$ cat config.mk
export PLATFORM = sky130hd
export DESIGN_NAME = missile_ctl
export DESIGN_NICKNAME = d
export VERILOG_FILES = /design/src/rtl/missile_ctl.sv
export SDC_FILE = /design/constraint.sdc
export NUM_CORES = 1
export LEC_CHECK = 0
export ABC_AREA = 1
export CORE_ASPECT_RATIO = 2
export CORE_MARGIN = 3
export CORE_UTILIZATION = 35
export DETAILED_ROUTE_END_ITERATION = 8
export DONT_BUFFER_PORTS = 1
export HOLD_SLACK_MARGIN = 0.05
export SYNTH_ARGS = -nofsm -noshare
export SYNTH_HDL_FRONTEND = slang
export SYNTH_SLANG_ARGS = --single-unit
$ cat constraint.sdc
create_clock -name pclk -period 4.3 [get_ports pclk]
set_clock_uncertainty 0.15 [all_clocks]
set_input_delay 0.43 -clock pclk [delete_from_list [all_inputs] [get_ports pclk]]
set_output_delay 0.43 -clock pclk [all_outputs]
set_load 0.05 [all_outputs]
$ cat src/rtl/missile_ctl.sv
// Single-missile launch/flight/cooldown controller feeding the missile draw stage.
// Positions move only on the vsync rising edge so a rendered frame is never split.
module missile_ctl #(
  parameter int SPEED           = 8,
  parameter int MISSILE_H       = 20,
  parameter int TOP_LIMIT       = 0,
  parameter int COOLDOWN_FRAMES = 4
) (
  input  logic        pclk,
  input  logic        rst_n,
  input  logic        fire,
  input  logic [11:0] ship_xpos,
  input  logic [11:0] ship_ypos,
  input  logic        vsync_in,
  input  logic        hit,
  output logic [11:0] xpos,
  output logic [11:0] ypos,
  output logic        on,
  output logic        fired,
  output logic [1:0]  state_dbg
);

  // Handshake: none. fire and hit are level/strobe inputs sampled every pclk
  // edge; fired is a single-cycle pulse with no back-pressure.

  typedef enum logic [1:0] {
    IDLE     = 2'd0,
    FLY      = 2'd1,
    COOLDOWN = 2'd2
  } state_t;

  localparam int CD_W = (COOLDOWN_FRAMES > 0) ? $clog2(COOLDOWN_FRAMES + 1) : 1;

  localparam logic [11:0]     LAUNCH_MIN = 12'(MISSILE_H + SPEED + TOP_LIMIT);
  localparam logic [11:0]     EXIT_LIM   = 12'(TOP_LIMIT + SPEED);
  localparam logic [11:0]     STEP       = 12'(SPEED);
  localparam logic [11:0]     HEIGHT     = 12'(MISSILE_H);
  localparam logic [CD_W-1:0] CD_LOAD    = CD_W'(COOLDOWN_FRAMES);
  localparam logic [CD_W-1:0] CD_ONE     = CD_W'(1);

  state_t          state_q, state_d;
  logic [11:0]     xpos_q, xpos_d;
  logic [11:0]     ypos_q, ypos_d;
  logic            fired_q, fired_d;
  logic [CD_W-1:0] cd_q, cd_d;
  logic            vsync_d;
  logic            fire_d;

  logic tick;
  logic fire_rise;

  assign tick      = vsync_in & ~vsync_d;
  assign fire_rise = fire & ~fire_d;

  // fire_d resets high so a button held through reset release cannot launch.
  always_ff @(posedge pclk or negedge rst_n) begin
    if (!rst_n) begin
      state_q <= IDLE;
      xpos_q  <= '0;
      ypos_q  <= '0;
      fired_q <= 1'b0;
      cd_q    <= '0;
      vsync_d <= 1'b0;
      fire_d  <= 1'b1;
    end else begin
      state_q <= state_d;
      xpos_q  <= xpos_d;
      ypos_q  <= ypos_d;
      fired_q <= fired_d;
      cd_q    <= cd_d;
      vsync_d <= vsync_in;
      fire_d  <= fire;
    end
  end

  always_comb begin
    state_d = state_q;
    xpos_d  = xpos_q;
    ypos_d  = ypos_q;
    fired_d = 1'b0;
    cd_d    = cd_q;
    case (state_q)
      IDLE: begin
        // The launch bound guarantees the first upward step cannot wrap.
        if (fire_rise && (ship_ypos >= LAUNCH_MIN)) begin
          state_d = FLY;
          xpos_d  = ship_xpos;
          ypos_d  = ship_ypos - HEIGHT;
          fired_d = 1'b1;
        end
      end
      FLY: begin
        if (hit) begin
          state_d = COOLDOWN;
          cd_d    = CD_LOAD;
        end else if (tick) begin
          if (ypos_q < EXIT_LIM) begin
            state_d = COOLDOWN;
            cd_d    = CD_LOAD;
          end else begin
            ypos_d = ypos_q - STEP;
          end
        end
      end
      COOLDOWN: begin
        // A zero load (no cooldown configured) leaves on the very next edge.
        if (cd_q == '0) begin
          state_d = IDLE;
        end else if (tick) begin
          cd_d = cd_q - CD_ONE;
          if (cd_q == CD_ONE) begin
            state_d = IDLE;
          end
        end
      end
      default: begin
        state_d = IDLE;
      end
    endcase
  end

  assign xpos      = xpos_q;
  assign ypos      = ypos_q;
  assign on        = (state_q == FLY);
  assign fired     = fired_q;
  assign state_dbg = state_q;

endmodule

==> results.md <==
- Type of origin of the critical path: register
- Pwr dens: about 800 mW/mm2
- Vias in the first global route: 1857
- Setup CP Type: register to register
- VDD IR-drop max: 0.525 mV
- Routed len/inst: between 10 and 15 um
- Die Area: 0.00687 mm2
- Pin slew with the least headroom to its limit: 0.657 ns
- Share of total power in the clock network: a little over an eighth
- Setup-failing EPs final: 0
- Fin cells: 360
- Nets: 337
- Sequential-to-total area share from yosys stat: roughly 39%
- IO Pins: 57
- Residual DRC count: 0
- P_int: around 0.75 mW
- Worst Path Arrival: around 2.5 ns
- Sequential power share: 52.7%
- First-pass GRT wire length: 8600 um
- Vias post-DR: 1832
- 1st-pass router iterations: 4
- Proportion of power drawn by combinational gates: 34.3%
- Synth Cell Area: 0.00205 mm2
- HP Class: input pin to register
- Final WL: around 5100 um
- Initial antenna violation count: 0
- Drt first-iter violations: 65
- Crit-path max FO: 16
- Fmax: between 400 and 500 MHz
- Largest net degree at the start of global routing: 33
- LEAKAGE: between 1 and 1.5 nW
- CTS Buf Count: 5
- Final Cycle Share: 56.7%
- Synth Instances: approximately 290
- Clock sink count: 32
- TritonCTS clock tree: built
- CTS resizes: 0
- CTS root buffer: clkbuf_8
- Clk Latency, worst-skew pair: roughly 0.3 ns
- Dpl cells: roughly 350
- Die width: 60.1 um
- # rows: 38
- CP endpoint kind: register
- Count of pins over their slew limit: 0
- Switching Fraction: 59.5%
- Vias per cell: 5.09
- Grt total ovfl: 0
- Htree depth: 2
- Core area: 0.00556 mm2
- Final hold vios: 0
- Share of layout cells above drive strength 1: 9.67%
- Postcts setup bufs: 0
- Initial Utilization: 36.9%
- Global Route Usage Sum: 16.8%
- Yosys cell types: 25
- Clock transition at the registers of the reported paths: 0.07 ns
- P_sw: 1.10 mW
- Max Root-Sink Buffers: 2
- Max Cap Viol: 0
- Outcome: finished, final reports clean
- Vert. Die Dim: 114 um
- Fin crit period: 2.44 ns
- Unrepaired setup endpoints after global routing: false
- # diodes: 0
- Post-synth net total: 330
- Detailed Place HPWL: slightly below 4000 um
- Port buffer count: 0
- Hold_buf cts: 4
- Rel. slew slack: a little under three fifths
- Mean area per synthesized cell: 7.02 um2
- Area growth syn-to-layout: 9.40%
- Fillers: 608
- Placer Congestion: 0.826
- Synth Register Bits: 32
- ANT nets after route: 0
- CP required: 4.32 ns
- Final setup TNS: 0 ns
- Warnings, synthesis: 0
-- through the flow --
step                setup WS [ns]  power (mW)  util [%]  hold slack [ns]  cell area, um2
floorplan                    2.04        1.46         -          -0.0156            2050
global placement             1.94        1.60      37.8          -0.0141            2100
detailed placement           1.84        1.62      37.8          -0.0144            2100
CTS                          1.83        1.87      40.3           0.0921            2240
global route                 1.64        2.00      40.3           0.0911            2240
finish                       1.86        1.85      40.3           0.0947            2240
-- layout make-up --
class	instances	area [um2]	share of cell area, %
multi-input combinational	219	1080	48.2
clock buffer	5	68.8	3.07
inverter	36	135	6.02
timing repair buffer	5	57.6	2.57
clock inverter	3	23.8	1.06
sequential	32	802	35.8
tap	60	75.1	3.35
-- state kept, by name, summed over array words and instances (netlist names) --
register	flops
state_dbg	2
fired	1
vsync_d	1
xpos	12
fire_d	1
cd_q	3
ypos	12
-- metal layers --
metal | track usage [%] | wire length, um | vias to the layer above
met3 | 3.39 | 272 | 9
met1 | 15.9 | 1770 | 862
met4 | 8.58 | 143 | 0
met2 | 31.9 | 2960 | 37
met5 | 0 | 0 | -
li1 | - | - | 924
-- layout by cell type, fill, tap and decap left out, drive strengths merged --
cell / n
nand2: 125
inv: 36
dfrtp: 31
nand3: 30
o21ai: 25
nor2: 21
ha: 9
clkbuf: 5
a21oi: 4
dlygate4sd3: 3
xor2: 2
clkinvlp: 2
a21boi: 2
buf: 2
o21a: 1
clkinv: 1
dfstp: 1
-- synth_stat cells --
cell	instances	area share, %
inv_2	3	0.55
nor2_1	15	2.7
nand2_1	118	22
buf_6	1	0.55
nor2_2	2	0.61
buf_4	1	0.37
clkbuf_1	1	0.18
ha_1	9	5.5
inv_1	33	6.0
buf_2	2	0.49
o21ai_0	25	6.1
xor2_1	2	0.85
nand3_2	1	0.49
nor2_8	1	0.98
a21boi_1	1	0.37
dfstp_2	1	1.3
o21a_1	1	0.37
a21oi_2	1	0.43
nand2_4	3	1.6
nor2_4	3	1.6
dfrtp_1	31	38
a21oi_1	3	0.73
a21boi_0	1	0.37
nand3_1	29	7.1
nand2_2	4	1.2
-- power groups by stage --
stage / clock (mW) / sequential, mW / combinational [mW]
floorplan: 0 / 0.938 / 0.518
global placement: 0 / 0.984 / 0.615
detailed placement: 0 / 0.984 / 0.632
CTS: 0.245 / 0.978 / 0.645
global route: 0.262 / 0.993 / 0.744
finish: 0.241 / 0.973 / 0.634
-- worst max-delay path, stage by stage, from the launching register on --
cell	delay (ns)
dfrtp_1	0.68
inv_1	0.14
ha_1	0.21
buf_4	0.23
inv_2	0.26
nor2_4	0.08
nand2_1	0.08
nand2_1	0.05
a21boi_1	0.15
nand2_1	0.14
nand2_1	0.08
o21ai_0	0.08
-- cell families after synthesis --
logic type | share of synthesized area [%]
simple gates | 38.0
xor+xnor | 0.854
compound gates | 8.36
buf+inv | 8.18
fa+ha+maj | 5.49
flops | 39.1
-- worst paths after layout --
check | slack (ns) | start | depth (start not counted) | end
setup / recovery | 1.86 | state_dbg[1] | 11 | cd_q[1]
hold / removal | 0.09 | ship_xpos[0] | 2 | xpos[0]
hold reg to reg | 0.36 | cd_q[1] | 2 | cd_q[1]
setup reg to reg | 1.86 | state_dbg[1] | 11 | cd_q[1]
max in group asynchronous | 3.33 | rst_n | 2 | fire_d
min in group asynchronous | 0.43 | rst_n | 2 | xpos[4]
(Power assumes the default switching activity.)
